## src/rtl/matinv_pkg.sv

```systemverilog
// Shared constants and types for the Gauss-Jordan inversion sequencer and
// the row-op datapath that decodes its commands.
package matinv_pkg;

    localparam int MAT_N    = 5;
    localparam int MAT_IDXW = 3;

    localparam logic [1:0] OP_NORM = 2'd0;
    localparam logic [1:0] OP_ELIM = 2'd1;

    typedef enum logic [2:0] {
        ST_IDLE  = 3'd0,
        ST_CHECK = 3'd1,
        ST_NORM  = 3'd2,
        ST_NWAIT = 3'd3,
        ST_ELIM  = 3'd4,
        ST_DRAIN = 3'd5,
        ST_FIN   = 3'd6
    } state_t;

endpackage

```

## src/rtl/matinv_row_iter.sv

```systemverilog
// Row iterator: yields the next row index that skips the pivot row k.
// i_first selects the first such row; otherwise the row after i_cur.
// o_last is set when i_cur is the final non-pivot row.
module matinv_row_iter
    import matinv_pkg::*;
#(
    parameter int N    = MAT_N,
    parameter int IDXW = MAT_IDXW
) (
    input  logic [IDXW-1:0] i_k,
    input  logic [IDXW-1:0] i_cur,
    input  logic            i_first,
    output logic [IDXW-1:0] o_next,
    output logic            o_last
);

    logic [IDXW:0] w_base;
    logic [IDXW:0] w_cand;

    // Step past the pivot row; one extra bit detects running off the end
    always_comb begin
        w_base = i_first ? '0 : ({1'b0, i_cur} + (IDXW+1)'(1));
        w_cand = (w_base == {1'b0, i_k}) ? (w_base + (IDXW+1)'(1)) : w_base;
        o_next = w_cand[IDXW-1:0];
        o_last = (w_cand >= (IDXW+1)'(N));
    end

endmodule

```

## src/rtl/matinv_seq_ctrl.sv

```systemverilog
// Gauss-Jordan inversion sequencer: per pivot, checks for a zero pivot,
// issues one NORM then N-1 back-to-back ELIMs to the external row-op unit,
// and drains outstanding ELIM completions before moving on.
module matinv_seq_ctrl
    import matinv_pkg::*;
#(
    parameter int N    = MAT_N,
    parameter int IDXW = MAT_IDXW
) (
    input  logic            clk,
    input  logic            rst_n,
    input  logic            start,
    output logic            busy,
    output logic            done,
    output logic            singular,
    output logic            op_valid,
    input  logic            op_ready,
    output logic [1:0]      op_code,
    output logic [IDXW-1:0] op_dst,
    output logic [IDXW-1:0] op_piv,
    input  logic            op_done,
    input  logic            piv_zero
);

    state_t          r_state;
    logic [IDXW-1:0] r_k;
    logic [IDXW-1:0] r_i;
    logic [IDXW:0]   r_cnt;
    logic            r_sing;

    logic            w_first;
    logic            w_hs;
    logic            w_inc;
    logic            w_dec;
    logic            w_drained;
    logic [IDXW-1:0] w_next;
    logic            w_last;

    matinv_row_iter #(
        .N    (N),
        .IDXW (IDXW)
    ) u_row_iter (
        .i_k     (r_k),
        .i_cur   (r_i),
        .i_first (w_first),
        .o_next  (w_next),
        .o_last  (w_last)
    );

    // Outputs decoded from state so reset clears them asynchronously
    always_comb begin
        busy     = (r_state != ST_IDLE);
        done     = (r_state == ST_FIN);
        singular = r_sing;
        op_valid = (r_state == ST_NORM) || (r_state == ST_ELIM);
        op_code  = (r_state == ST_ELIM) ? OP_ELIM : OP_NORM;
        op_piv   = r_k;
        op_dst   = '0;
        if (r_state == ST_NORM) begin
            op_dst = r_k;
        end else if (r_state == ST_ELIM) begin
            op_dst = r_i;
        end
    end

    // Handshake and completion qualifiers; completions with nothing pending are dropped
    always_comb begin
        w_first   = (r_state == ST_NWAIT);
        w_hs      = op_valid && op_ready;
        w_inc     = (r_state == ST_ELIM) && w_hs;
        w_dec     = op_done && (r_cnt != '0) &&
                    ((r_state == ST_ELIM) || (r_state == ST_DRAIN));
        w_drained = (r_cnt == '0) || (w_dec && (r_cnt == (IDXW+1)'(1)));
    end

    // Outstanding ELIM counter
    always_ff @(posedge clk or negedge rst_n) begin
        if (!rst_n) begin
            r_cnt <= '0;
        end else if (w_inc && !w_dec) begin
            r_cnt <= r_cnt + (IDXW+1)'(1);
        end else if (!w_inc && w_dec) begin
            r_cnt <= r_cnt - (IDXW+1)'(1);
        end
    end

    // Pivot sequencing FSM with pivot index, target row and singular flag
    always_ff @(posedge clk or negedge rst_n) begin
        if (!rst_n) begin
            r_state <= ST_IDLE;
            r_k     <= '0;
            r_i     <= '0;
            r_sing  <= 1'b0;
        end else begin
            case (r_state)
                ST_IDLE: begin
                    if (start) begin
                        r_k     <= '0;
                        r_i     <= '0;
                        r_sing  <= 1'b0;
                        r_state <= ST_CHECK;
                    end
                end
                ST_CHECK: begin
                    if (piv_zero) begin
                        r_sing  <= 1'b1;
                        r_state <= ST_FIN;
                    end else begin
                        r_state <= ST_NORM;
                    end
                end
                ST_NORM: begin
                    if (op_ready) begin
                        r_state <= ST_NWAIT;
                    end
                end
                ST_NWAIT: begin
                    if (op_done) begin
                        r_i     <= w_next;
                        r_state <= ST_ELIM;
                    end
                end
                ST_ELIM: begin
                    if (op_ready) begin
                        if (w_last) begin
                            r_state <= ST_DRAIN;
                        end else begin
                            r_i <= w_next;
                        end
                    end
                end
                ST_DRAIN: begin
                    if (w_drained) begin
                        if (r_k == IDXW'(N - 1)) begin
                            r_state <= ST_FIN;
                        end else begin
                            r_k     <= r_k + IDXW'(1);
                            r_state <= ST_CHECK;
                        end
                    end
                end
                ST_FIN: begin
                    r_state <= ST_IDLE;
                end
                default: begin
                    r_state <= ST_IDLE;
                end
            endcase
        end
    end

endmodule

```

## config.mk

```make
export PLATFORM = sky130hd
export DESIGN_NAME = matinv_seq_ctrl
export DESIGN_NICKNAME = d
export VERILOG_FILES = /design/src/rtl/matinv_pkg.sv /design/src/rtl/matinv_row_iter.sv /design/src/rtl/matinv_seq_ctrl.sv
export SDC_FILE = /design/constraint.sdc
export NUM_CORES = 1
export LEC_CHECK = 0
export CAP_MARGIN = 20
export CORE_MARGIN = 2
export CORE_UTILIZATION = 53
export DETAILED_ROUTE_END_ITERATION = 10
export MAX_ROUTING_LAYER = met4
export PLACE_DENSITY_LB_ADDON = 0.15
export SLEW_MARGIN = 20
export SYNTH_ARGS = -nofsm -noshare
export SYNTH_HDL_FRONTEND = slang
export SYNTH_HIERARCHICAL = 1
export SYNTH_SLANG_ARGS = --single-unit
```

## constraint.sdc

```tcl
create_clock -name clk -period 3.55 [get_ports clk]
set_clock_uncertainty 0.1 [all_clocks]
set_input_delay 0.8875 -clock clk [delete_from_list [all_inputs] [get_ports clk]]
set_output_delay 0.8875 -clock clk [all_outputs]
set_load 0.05 [all_outputs]
```

==> results.tsv, run 1 <==
stage	metric	value	unit
power_and_ir_drop	Switching Fraction	50.4	%
logic_synthesis	post-synthesis cell count	137	
power_and_ir_drop	leakage	0.616	nW
detailed_routing	drt total wl	2.64	mm
sta	Slew @ Worst Pin	0.658	ns
power_and_ir_drop	pwr dens	880	nW/um^2
layout	commonest non-fill, non-tap cell in the layout	clkdlybuf4s50_1	
detailed_routing	DR WL/cell	14.5	um
detailed_routing	DR vias/cell	5.84	
global_routing	routing usage on met1	27.6	%
power_and_ir_drop	P_sw	0.000636	W
clocking	CTS Hold Bufs	0	
logic_synthesis	#FFs+latches synth	14	
floorplan	core area	2190	um^2
floorplan	# IOs	18	
clocking	Clock Latency Late Sink	0.29	ns
clocking	Post-CTS Setup Inserts	0	
sta	max_slew headroom	56.0	%
global_routing	largest net degree at the start of global routing	16	
critical_path	capturing element type of the critical path	primary output	
power_and_ir_drop	logic gate share of total power	64.1	%
floorplan	row cnt	17	
global_routing	vias in the first global route	965	
critical_path	crit path max fanout	12	
global_routing	first-pass GRT wire length	4.36	mm
logic_synthesis	Netlist cell types	48	
floorplan	Initial Utilization	55.5	%
detailed_routing	DRC viols	0	
global_routing	grt met2 use	36.3	%
power_and_ir_drop	sequential cell fraction of total power	26.5	%
logic_synthesis	simple-gate share of the synthesized area	25.3	%
logic_synthesis	Synth Area in Compound Gates	17.0	%
detailed_routing	Pre-antenna DRT Iters	4	
logic_synthesis	Cell Area, Synth	1220	um^2
placed_design	PortBufs	16	
sta	fin crit share	91.3	%
layout	area delta synth->final	17.9	%
logic_synthesis	Post-synth EDFFs	0	
placed_design	DP HPWL	2.01	mm
clocking	CTS buffer count	3	
clocking	CTS tree	yes	
clocking	clock sinks	14	
power_and_ir_drop	peak supply drop	531	uV
logic_synthesis	xor/xnor share of the synthesized area	6.58	%
clocking	Max clock buf depth	2	
logic_synthesis	post-synthesis sequential area ratio	28.8	%
clocking	clock-pin slew on the worst setup and hold paths	0.08	ns
layout	nets@finish	169	
hold_path	HP Class	reg2reg	
clocking	post-cts resize count	0	
sta	setup TNS	0	ns
detailed_routing	via count	1062	
layout	final design utilization	65.4	%
layout	share of layout cells above drive strength 1	11.0	%
layout	commonest non-fill, non-tap cells in the layout	16 x clkdlybuf4s50_1, 15 x nand2_1, 14 x nor2_1, 14 x dfrtp_1, 12 x inv_1	
logic_synthesis	Synth Warn #	6	
sta	Fin. Hold Viols	0	
detailed_routing	drt initial violations	18	
power_and_ir_drop	internal power	0.000626	W
sta	Setup violations, final	0	
critical_path	CP arrival	2.25	ns
logic_synthesis	mux contribution to synthesized area	8.33	%
logic_synthesis	Synth Area in Adders	8.23	%
global_routing	met3 usage	6.61	%
logic_synthesis	Synth async-reset ratio	100	%
layout	Antenna Cells	0	
floorplan	total die area	2690	um^2
clocking	H-Tree Depth	1	
logic_synthesis	largest family of logic cells by synthesized area	simple AND/OR/NAND/NOR gates	
sta	unrepaired setup endpoints after global routing	false	
logic_synthesis	syn_nets	151	
sta	Period minus WS final	3.24	ns
sta	Max Fclk	0.308	GHz
flow_run	maxcap violations	0	
clocking	CTS root buf	clkbuf_4	
global_routing	initial antenna violation count	0	
critical_path	CP required	2.56	ns
logic_synthesis	Mean Syn Cell Area	8.88	um^2
run_status	status	complete, no violations	
detailed_routing	Post-DRT Antenna Nets	0	
sta	fin. max-slew vios	0	
critical_path	crit path launch type	flop	
global_routing	layer carrying the most global-route usage	met2	
logic_synthesis	Primary FF master, synth	dfrtp_1	
global_routing	Congestion Overflow GR	0	
power_and_ir_drop	Clock power frac	9.3	%
floorplan	die height	51.9	um
placed_design	gp weighted congestion	0.827	
critical_path	CP Class	reg2out	
floorplan	die width	51.9	um
global_routing	GRT Total Usage	22.5	%
-- power by group through the flow --
| stage | logic, W | registers, W | clock network [W] |
|---|---|---|---|
| after global placement | 0.000791 | 0.000332 | 0 |
| after detailed placement | 0.000809 | 0.000335 | 0 |
| after global routing | 0.000887 | 0.000347 | 0.000128 |
| after floorplan | 0.000612 | 0.000338 | 0 |
| final | 0.000810 | 0.000335 | 0.000118 |
| after CTS | 0.000812 | 0.000332 | 0.000121 |
-- per-layer routing --
layer,wire length [um],up-vias
met5,0,-
met4,21,0
met3,74,4
met2,1330,15
met1,1210,526
li1,-,517
-- stage by stage --
stage | cells | hold WS (ns) | cell area, um^2 | power, W | worst slack [ns]
finish | 182 | 0.428 | 1430 | 0.00126 | 0.308
global route | 182 | 0.447 | 1430 | 0.00136 | 0.123
CTS | 182 | 0.423 | 1430 | 0.00126 | 0.306
detailed placement | 178 | 0.411 | 1400 | 0.00114 | 0.510
global placement | 178 | 0.417 | 1400 | 0.00112 | 0.599
floorplan | 137 | 0.386 | 1220 | 0.000950 | 0.888
-- Yosys cell counts, drive strengths merged (2+ instances only) --
cell / count / share of area, %
a22oi: 3 / 1.9
mux2i: 9 / 7.4
o32ai: 2 / 1.4
a21oi: 5 / 2.1
o21ai: 4 / 2.0
nand4b: 2 / 2.7
o31ai: 2 / 1.2
ha: 8 / 8.2
inv: 12 / 3.7
dfrtp: 14 / 29
and2b: 3 / 1.9
nand2: 15 / 4.6
buf: 3 / 1.4
or3: 2 / 1.0
nor2b: 2 / 1.2
nand3b: 3 / 2.2
and3: 2 / 1.0
nand2b: 2 / 1.0
a221oi: 2 / 2.0
a31o: 2 / 1.4
xnor2: 4 / 4.4
nand3: 2 / 0.82
xor2: 3 / 2.2
nor2: 15 / 4.8
or4: 2 / 1.2
-- worst max-delay path, stage by stage (launching register included) --
cell and delay [ns]:
dfrtp_1 0.58, inv_1 0.11, nor2_1 0.26, a22oi_1 0.11, nor2_1 0.10, clkdlybuf4s50_1 0.81
-- cell families after synthesis --
group                    after synthesis
AO/OA/AOI/OAI                         26
AND/OR/NAND/NOR                       55
flip-flops                            14
XOR/XNOR                               7
multiplexers                          10
adder cells (fa/ha/maj)                8
other                                  1
buffers and inverters                 16
-- final timing paths --
| check | cells past startpoint | to | slack, ns | start |
|---|---|---|---|---|
| setup / recovery | 5 | op_dst[0] | 0.31 | r_state[1] |
| hold / removal | 1 | r_cnt[3] | 0.43 | r_cnt[3] |
| setup reg to reg | 10 | r_i[2] | 0.45 | r_state[2] |
| hold reg to reg | 1 | r_cnt[3] | 0.43 | r_cnt[3] |
| max in group asynchronous | 1 | singular | 2.04 | rst_n |
| min in group asynchronous | 1 | r_i[0] | 0.90 | rst_n |
-- layout make-up --
| class | count | area (um^2) |
|---|---|---|
| clock buffer | 4 | 36.3 |
| sequential | 14 | 350 |
| inverter | 12 | 45.0 |
| multi-input combinational | 107 | 800 |
| tap | 28 | 35.0 |
| timing repair buffer | 17 | 168 |
| fill | 199 | 757 |
-- sequential cells by signal (all words and copies together), names as in the netlist --
| register | count |
|---|---|
| r_state | 3 |
| r_i | 3 |
| singular | 1 |
| r_cnt | 4 |
| op_piv | 3 |
Note: power is estimated with default switching activity, not from simulation.
==> inputs of run 2 (changes only) <==
Clock period 3.55 ns to 3.1 ns, I/O delays scaled along.
==> run 2 against run 1 <==
Compared with the run above: combinational power up 20%; die area unchanged; clock-buffer cell count down 1; register-to-register slack worse by 0.28 ns; non-clock buffer count up 1; critical path type unchanged; largest power group unchanged.
==> results.tsv, run 2 (synthesis results as in run 1) <==
stage	metric	value	unit
layout	fillers	203	
sta	Max Fclk	0.341	GHz
placed_design	DP HPWL	2.10	mm
critical_path	crit path max fanout	12	
critical_path	CP cell instances	and2b_1 > o21a_1 > clkdlybuf4s50_1	
sta	fin crit share	94.7	%
placed_design	PortBufs	16	
layout	area delta synth->final	17.3	%
power_and_ir_drop	P_sw	0.000741	W
global_routing	first-pass GRT wire length	4.60	mm
power_and_ir_drop	Switching Fraction	51.2	%
critical_path	R2R cell count	10	
detailed_routing	Pre-antenna DRT Iters	4	
floorplan	Initial Utilization	55.5	%
power_and_ir_drop	logic gate share of total power	67.3	%
critical_path	CP top delay family	buffers and inverters	
critical_path	max incr delay on CP	0.79	ns
layout	Antenna Cells	0	
sta	setup TNS	0	ns
sta	Slew @ Worst Pin	0.684	ns
layout	Cell Count, Final, Fillers Out	182	
critical_path	capturing element type of the critical path	primary output	
clocking	Clock Latency Late Sink	0.28	ns
critical_path	crit path launch type	flop	
global_routing	largest net degree at the start of global routing	16	
floorplan	# IOs	18	
clocking	CTS Hold Bufs	0	
global_routing	GRT Total Usage	23.8	%
detailed_routing	DR vias/cell	5.87	
detailed_routing	via count	1068	
power_and_ir_drop	pwr dens	1010	nW/um^2
sta	fin. max-slew vios	0	
power_and_ir_drop	leakage	0.621	nW
global_routing	vias in the first global route	1014	
critical_path	slowest CP cell	clkdlybuf4s50_1	
critical_path	reg-to-reg slack, setup	0.17	ns
floorplan	row cnt	17	
sta	Fin. Hold Viols	0	
layout	nets@finish	170	
clocking	CTS buffer count	3	
flow_run	maxcap violations	0	
global_routing	initial antenna violation count	0	
detailed_routing	drt initial violations	24	
placed_design	gp weighted congestion	0.790	
floorplan	core area	2190	um^2
floorplan	total die area	2690	um^2
sta	max_slew headroom	54.3	%
detailed_routing	DRC viols	0	
detailed_routing	Post-DRT Antenna Nets	0	
sta	Setup violations, final	0	
power_and_ir_drop	internal power	0.000705	W
layout	commonest non-fill, non-tap cells in the layout	15 x nand2_1, 14 x nor2_1, 13 x clkdlybuf4s50_1, 13 x dfrtp_1, 12 x inv_1	
detailed_routing	DR WL/cell	15.2	um
hold_path	HP Start	r_cnt[3]	
power_and_ir_drop	Clock power frac	7.3	%
layout	commonest non-fill, non-tap cell in the layout	nand2_1	
power_and_ir_drop	peak supply drop	550	uV
hold_path	HP Class	reg2reg	
floorplan	die width	51.9	um
sta	Hold Slack	0.439	ns
detailed_routing	drt total wl	2.78	mm
floorplan	die height	51.9	um
clocking	H-Tree Depth	1	
clocking	clock-pin slew on the worst setup and hold paths	0.08	ns
critical_path	CP bufs+invs	1	
critical_path	capturing point of the worst reg2reg path	r_i[2]	
sta	unrepaired setup endpoints after global routing	false	
hold_path	worst hold path stage count	1	
critical_path	CP arrival	2.06	ns
layout	most flop-heavy register	r_cnt	
placed_design	placed cell count	179	
clocking	clock sinks	14	
clocking	post-cts resize count	0	
clocking	Max clock buf depth	2	
critical_path	CP required	2.22	ns
critical_path	CP Class	reg2out	
hold_path	hold endpoint	r_cnt[3]	
sta	Period minus WS final	2.93	ns
clocking	Post-CTS Setup Inserts	0	
clocking	CTS tree	yes	
layout	Largest register FFs	4	
power_and_ir_drop	sequential cell fraction of total power	25.4	%
global_routing	Congestion Overflow GR	0	
critical_path	start of the worst register-to-register path	r_state[1]	
clocking	CTS root buf	clkbuf_4	
layout	share of layout cells above drive strength 1	13.6	%
run_status	status	complete, no violations	
run 2: worst register-to-register path: cells and delay by family, from the launching register on:
family	cells	cell delay, ns
muxes	1	0.23
DFF	1	0.50
buffers and inverters	1	0.17
AOI/OAI and AO/OA	2	0.47
and+or+nand+nor	5	1.08
adders and majority gates	1	0.31
run 2: per-layer routing:
metal,wire length [um],global-route usage (%)
met1,1160,28.8
met2,1470,39.0
met3,126,4.60
met4,17,9.21
met5,0,-
run 2: worst max-delay path by stage:
stage / depth (start not counted) / startpoint / slack [ns] / endpoint
after floorplan: 9 / r_i[0] / 0.44 / r_i[0]
after global placement: 10 / r_state[1] / 0.28 / r_i[1]
after detailed placement: 10 / r_state[1] / 0.14 / r_i[2]
final: 3 / r_state[1] / 0.17 / op_valid
after CTS: 4 / r_state[1] / 0.07 / op_valid
after global routing: 10 / r_state[1] / 0.04 / r_i[2]
run 2: cell type report:
type	instances	area, um^2	area share [%]
timing repair buffer	18	168	11.8
multi-input combinational	107	805	56.4
clock buffer	3	22.5	1.58
tap	28	35.0	2.46
sequential	14	352	24.6
inverter	12	45.0	3.16
run 2: power groups by stage:
stage,logic (W),registers [W],clock network [W]
after CTS,0.000962,0.000364,0.000107
after floorplan,0.000701,0.000387,0
final,0.000973,0.000367,0.000106
after global placement,0.000934,0.000361,0
after global routing,0.00106,0.000381,0.000113
after detailed placement,0.000956,0.000368,0
run 2: per-stage QoR:
| stage | utilization, % | total power (W) | worst slack [ns] | instance area, um^2 |
|---|---|---|---|---|
| 6_report | 65.1 | 0.00145 | 0.165 | 1430 |
| 5_1_grt | 65.1 | 0.00155 | 0.0436 | 1430 |
| 4_1_cts | 64.8 | 0.00143 | 0.0747 | 1420 |
| 3_5_place_dp | 63.8 | 0.00132 | 0.141 | 1400 |
| 3_3_place_gp | 63.8 | 0.00130 | 0.284 | 1400 |
| 2_1_floorplan | - | 0.00109 | 0.438 | 1220 |
==> variant 1, RTL diff (config.mk and constraints of run 2) <==
The package constant `MAT_IDXW` goes from 3 to 5.
--- a/src/rtl/matinv_pkg.sv
+++ b/src/rtl/matinv_pkg.sv
@@ -3,7 +3,7 @@
 package matinv_pkg;
 
     localparam int MAT_N    = 5;
-    localparam int MAT_IDXW = 3;
+    localparam int MAT_IDXW = 5;
 
     localparam logic [1:0] OP_NORM = 2'd0;
     localparam logic [1:0] OP_ELIM = 2'd1;
Interface: changed (resized op_dst and op_piv); port bits go from 18 to 22. No check against the original RTL was run, so the function may have changed too.
==> variant 1 against run 2 <==
- first-iteration DRC count grew to 6.2 times the old value
- die area grew 42%
- design area grew 54%
- setup slack lost 0.054 ns
- wire length grew 66%
- area after synthesis grew 46%
- sequential cell count grew 6
- power grew 30%
- critical path type is now reg -> reg
- critical endpoint is now r_i[0]$_DFFE_PN0P_
- largest power group unchanged
- highest routed layer unchanged
==> variant 1: results (changes against run 2) <==
The run finished with clean final reports. The master of the slowest instance on the critical path was or4_4. The synthesized netlist net count was 226 (+50%); the pin count of the biggest net entering global routing was 21 (+5). The routed wire length on met2 is 2310 um (+57%). For the total of clock buffers placed in the layout, the log shows 4 (+1). The run gives 1574 (+55%) as the via count of the first global-routing pass. Sequential-to-total area share from yosys stat: 28.2% (-0.64 points).

Sequential cell power: 459 uW (+25%). The count of inverters not on the clock network in the layout is 16 (+4). The leakage power total came out at 0.961 nW (+55%).

The tools report the startpoint of the lowest-slack hold path as r_cnt[5]$_DFFE_PN0P_. The number of design-rule violations left by the first detailed-router iteration is 148 (+520%). The layout buffer count excluding clock buffers is 32 (+14), and the number of sequential storage elements is 20 (+6).

The clock transition at the register clock pins on the worst setup and hold paths after CTS is 0.12 ns (+0.04 ns), and the met1 wire length is 2030 um (+75%). The share of cell area taken by multi-input logic gates was 54.1% (-2.3 points). The count of multi-input combinational gates was 164 (+53%). The clock distribution area overhead in the final layout is 1.65% (+0.073 points). The tools report the worst vdd rail ir drop as 707 uV (+29%). Counting instances in the post-synthesis netlist gives the leading cell types as 20 x dfrtp_1, 18 x nand2_1, 16 x inv_1, 16 x nor2_1, 10 x nand3_1.

The insertion delay to the later sink of the worst-skew pair is 0.30 ns (+0.02 ns). The final instance count without filler cells came out at 282 (+55%). The type of destination of the critical path is a flop.

The number of flip-flops under the largest register name was 6 (+2). The logic depth of the worst register-to-register path was 12 (+2). Yosys attributes the largest share of cell area to dfrtp_1 28%, ha_1 6.3%, mux2i_1 3.9%. The global-route track usage on met2 is 43.3% (+4.3 points), and the area added between synthesis and finish is 23.6%.

The logs give 67.2% (about the same) for the combinational share of power and 61.8% (+7.5 points) for the worst slew slack as a fraction of its limit. The beginning of the critical path was r_state[2]$_DFFE_PN0P_. Weighted congestion at the end of routability-driven global placement: 0.971 (+23%). The terminating pin of the worst hold path was r_cnt[5]$_DFFE_PN0P_. The sequential share of cell area was 22.8% (-1.9 points). The number of unique standard cell types used by synthesis is 55 (+15%). The maximum fanout encountered on the critical timing path is 5 (-7). The arrival time reported for the critical path endpoint is 3.12 ns (+1.06 ns). The combined area of the multi-input logic cells was 1190 um2 (+48%).
variant 1: cell families (layout without fill, tap and decap cells):
group                    after synthesis  in the layout  share of synthesized area [%]
adder cells (fa/ha/maj)                9              9                           6.34
multiplexers                          10             10                           6.27
flip-flops                            20             20                           28.2
other                                  1              1                          0.211
XOR/XNOR                              13             13                           6.41
AND/OR/NAND/NOR                       82             82                           25.6
buffers and inverters                 27             52                           7.82
AO/OA/AOI/OAI                         49             49                           19.2
variant 1: through the flow:
step	setup slack (ns)	util (%)
floorplan	0.00827	-
global placement	0.164	63.7
detailed placement	-0.0133	63.7
CTS	0.0378	65.4
global route	-0.0161	66.9
finish	0.111	66.9
variant 1: what timing repair did:
item                       in CTS  in global routing
resized for setup               1                  8
setup endpoints to repair       5                  6
hold buffers                    0                  0
pin swaps                       2                  3
buffers inserted                1                  2
==> variant 2, RTL diff (config.mk and constraints of run 2) <==
Without the edit above. Reset style: synchronous (`rst_n`), changed in 2 clocked blocks. Comments in the files are not updated.
--- a/src/rtl/matinv_seq_ctrl.sv
+++ b/src/rtl/matinv_seq_ctrl.sv
@@ -74,7 +74,7 @@
     end
 
     // Outstanding ELIM counter
-    always_ff @(posedge clk or negedge rst_n) begin
+    always_ff @(posedge clk) begin
         if (!rst_n) begin
             r_cnt <= '0;
         end else if (w_inc && !w_dec) begin
@@ -85,7 +85,7 @@
     end
 
     // Pivot sequencing FSM with pivot index, target row and singular flag
-    always_ff @(posedge clk or negedge rst_n) begin
+    always_ff @(posedge clk) begin
         if (!rst_n) begin
             r_state <= ST_IDLE;
             r_k     <= '0;
Check against the original RTL: differs if rst_n is asserted again (counterexample within 4 cycles, from zero or initial values and one cycle with rst_n low); with rst_n held inactive, the same outputs for 10 cycles.
==> variant 2 against run 2 <==
- core utilization rose by 3.2 points
- clock power rose by 28%
- wire length rose by 11%
- power fell by 21%
- area after synthesis rose by 5.7%
- setup slack got worse by 0.0064 ns
- global-route usage rose by 0.96 points
- sequential share of layout area fell by 6.4 points
- sequential cell count did not move
- design area rose by 7.9%
- critical path type unchanged
- critical endpoint is now op_code[0]
==> variant 2: results (changes against run 2) <==
The logic depth of the worst register-to-register path works out to 10 (unchanged). The worst slew slack as a fraction of its limit is 66.6% (+12 points), and the initial antenna violation count is 0 (unchanged). Ranked by total cell area, the synthesized netlist is headed by dfxtp_1 22%, ha_1 7.8%, nand2_1 5.6%. Number of input and output port buffers inserted: 16 (unchanged). The overall track demand over capacity in global routing is 24.7% (+0.96 points), and the CTS buffer count is 3 (unchanged). The number of flip-flops under the largest register name was 4 (unchanged); the number of gates resized after cts was 0 (unchanged).

For the insertion delay to the later sink of the worst-skew pair, the log shows 0.30 ns (+0.02 ns). The maximum fanout encountered on the critical timing path is 9 (-3), and the pin count of the biggest net entering global routing is 18 (+2). The number of unique standard cell types used by synthesis came out at 54 (+13%). The antenna diode count was 0 (unchanged). Counting flops per register, the top entry is r_cnt.

The leakage power total is 0.638 nW (+2.8%). The number of buffers inserted to repair setup after CTS was 0 (unchanged); the number of design-rule violations left by the first detailed-router iteration was 24 (unchanged). Worst vdd rail ir drop: 460 uV (-16%).

In the synthesized netlist, the cells that appear most often are 19 x nand2_1, 17 x nor2_1, 14 x dfxtp_1. On the worst path, the slowest cell contributes a delay of 0.80 ns. The number of nets in the layout was 192 (+13%). Predominant post-synthesis flop cell: dfxtp_1. The reg-to-reg setup timing slack came out at 0.22 ns (+0.05 ns). The slowest stage of the critical path belongs to the cell clkdlybuf4s50_1. The first-pass GRT wire length came out at 4950 um (+7.5%). In this run the critical register-to-register path is launched from r_state[2]$_SDFFE_PN0P_.

The total number of vias came out at 1220 (+14%). The fraction of layout instances using a drive strength above 1 works out to 13.6% (-0.077 points). The cell sitting at the root of the clock tree is a clkbuf_4. The proportion of register bits with asynchronous set or reset after synthesis works out to 0% (-100 points). In this run the critical register-to-register path is captured at r_state[2]$_SDFFE_PN0P_.

The run gives 1.00 (+27%) as the weighted congestion at the end of routability-driven global placement. The path with the worst hold slack has its endpoint at r_i[1]$_SDFFE_PN0P_. The tools report the startpoint of the lowest-slack hold path as r_i[1]$_SDFFE_PN0P_. On the critical path the largest part of the delay comes from buffers and inverters.

Classification of the worst-slack hold path: reg -> reg. The synthesized netlist net count is 175 (+16%). The clock transition at the register clock pins on the worst setup and hold paths after CTS came out at 0.09 ns. The sequential-to-total area share from yosys stat is 21.8% (-7.0 points), and the worst slack after detailed placement is 0.302 ns (+0.162 ns). The run finished with clean final reports. The CTS H-tree depth was 1 (unchanged); the worst hold path depth was 2 (+1). The logs give 6 (unchanged) for the number of warnings issued by yosys and 2 (unchanged) for the maximum number of buffers from clock root to sink. For the placed wire-length estimate after detailed placement, the log shows 2310 um (+10%). TritonCTS built the clock tree. The arrival time reported for the critical path endpoint was 2.07 ns.

The tools report the via count of the first global-routing pass as 1135 (+12%). The number of iterations in the first detailed-routing pass is 4 (unchanged), and the total wire length after detailed routing is 3070 um (+11%).
==> variant 2: tightest hold or removal path, cell delays in order, from the launching register on <==
cell and delay, ns:
dfxtp_1 0.36, nand2_1 0.07, mux2i_1 0.06
==> variant 2: per-layer routing <==
metal	part of all wire, %	up-vias	global-route usage, %
met3	3.6	5	3.67
met4	1.1	0	9.83
met1	48	581	30.9
li1	-	608	-
met5	0	-	-
met2	47	26	39.9
==> variant 2: how the worst max path moves through the flow <==
stage	slack, ns	to	cells after the start	from
finish	0.16	op_code[0]	3	r_state[2]$_SDFFE_PN0P_
global route	0.06	r_state[2]$_SDFFE_PN0P_	10	r_state[2]$_SDFFE_PN0P_
CTS	0.19	op_code[0]	3	r_state[2]$_SDFFE_PN0P_
detailed placement	0.30	r_state[2]$_SDFFE_PN0P_	10	r_state[2]$_SDFFE_PN0P_
global placement	0.38	r_state[2]$_SDFFE_PN0P_	10	r_state[2]$_SDFFE_PN0P_
floorplan	0.36	r_state[2]$_SDFFE_PN0P_	11	r_state[2]$_SDFFE_PN0P_
==> variant 2: final cells by class <==
| cell class | count | area (um2) |
|---|---|---|
| clock buffer | 4 | 36.3 |
| multi-input combinational | 130 | 923 |
| inverter | 9 | 33.8 |
| timing repair buffer | 20 | 230 |
| tap | 28 | 35.0 |
| sequential | 14 | 280 |
| fill | 193 | 716 |
==> variant 2: cells by family (layout without fill, tap and decap cells) <==
kind of cell / after synthesis / after routing / share of synthesized area, %
xor gates and xnor gates: 6 / 6 / 5.55
muxes: 8 / 8 / 6.33
adders and majority gates: 8 / 8 / 7.79
buffers and inverters: 17 / 33 / 6.33
and+or+nand+nor: 75 / 75 / 33.2
other: 1 / 1 / 0.292
DFF: 14 / 14 / 21.8
AOI/OAI and AO/OA: 32 / 32 / 18.7
==> variant 2: where the power goes <==
part	internal (mW)	switching, mW
Sequential	0.213	0.0514
Combinational	0.311	0.425
Clock	0.0717	0.0641
Total	0.596	0.540
==> variant 2: per-stage QoR <==
stage / instance area (um2) / total power [mW] / util (%) / hold slack, ns / std cells
final: 1540 / 1.14 / 68.3 / 0.435 / 205
after global routing: 1540 / 1.21 / 68.3 / 0.476 / 205
after CTS: 1540 / 1.12 / 68.3 / 0.433 / 205
after detailed placement: 1500 / 0.990 / 66.6 / 0.418 / 201
after global placement: 1500 / 0.971 / 66.6 / 0.401 / 201
after floorplan: 1280 / 0.812 / - / 0.380 / 161
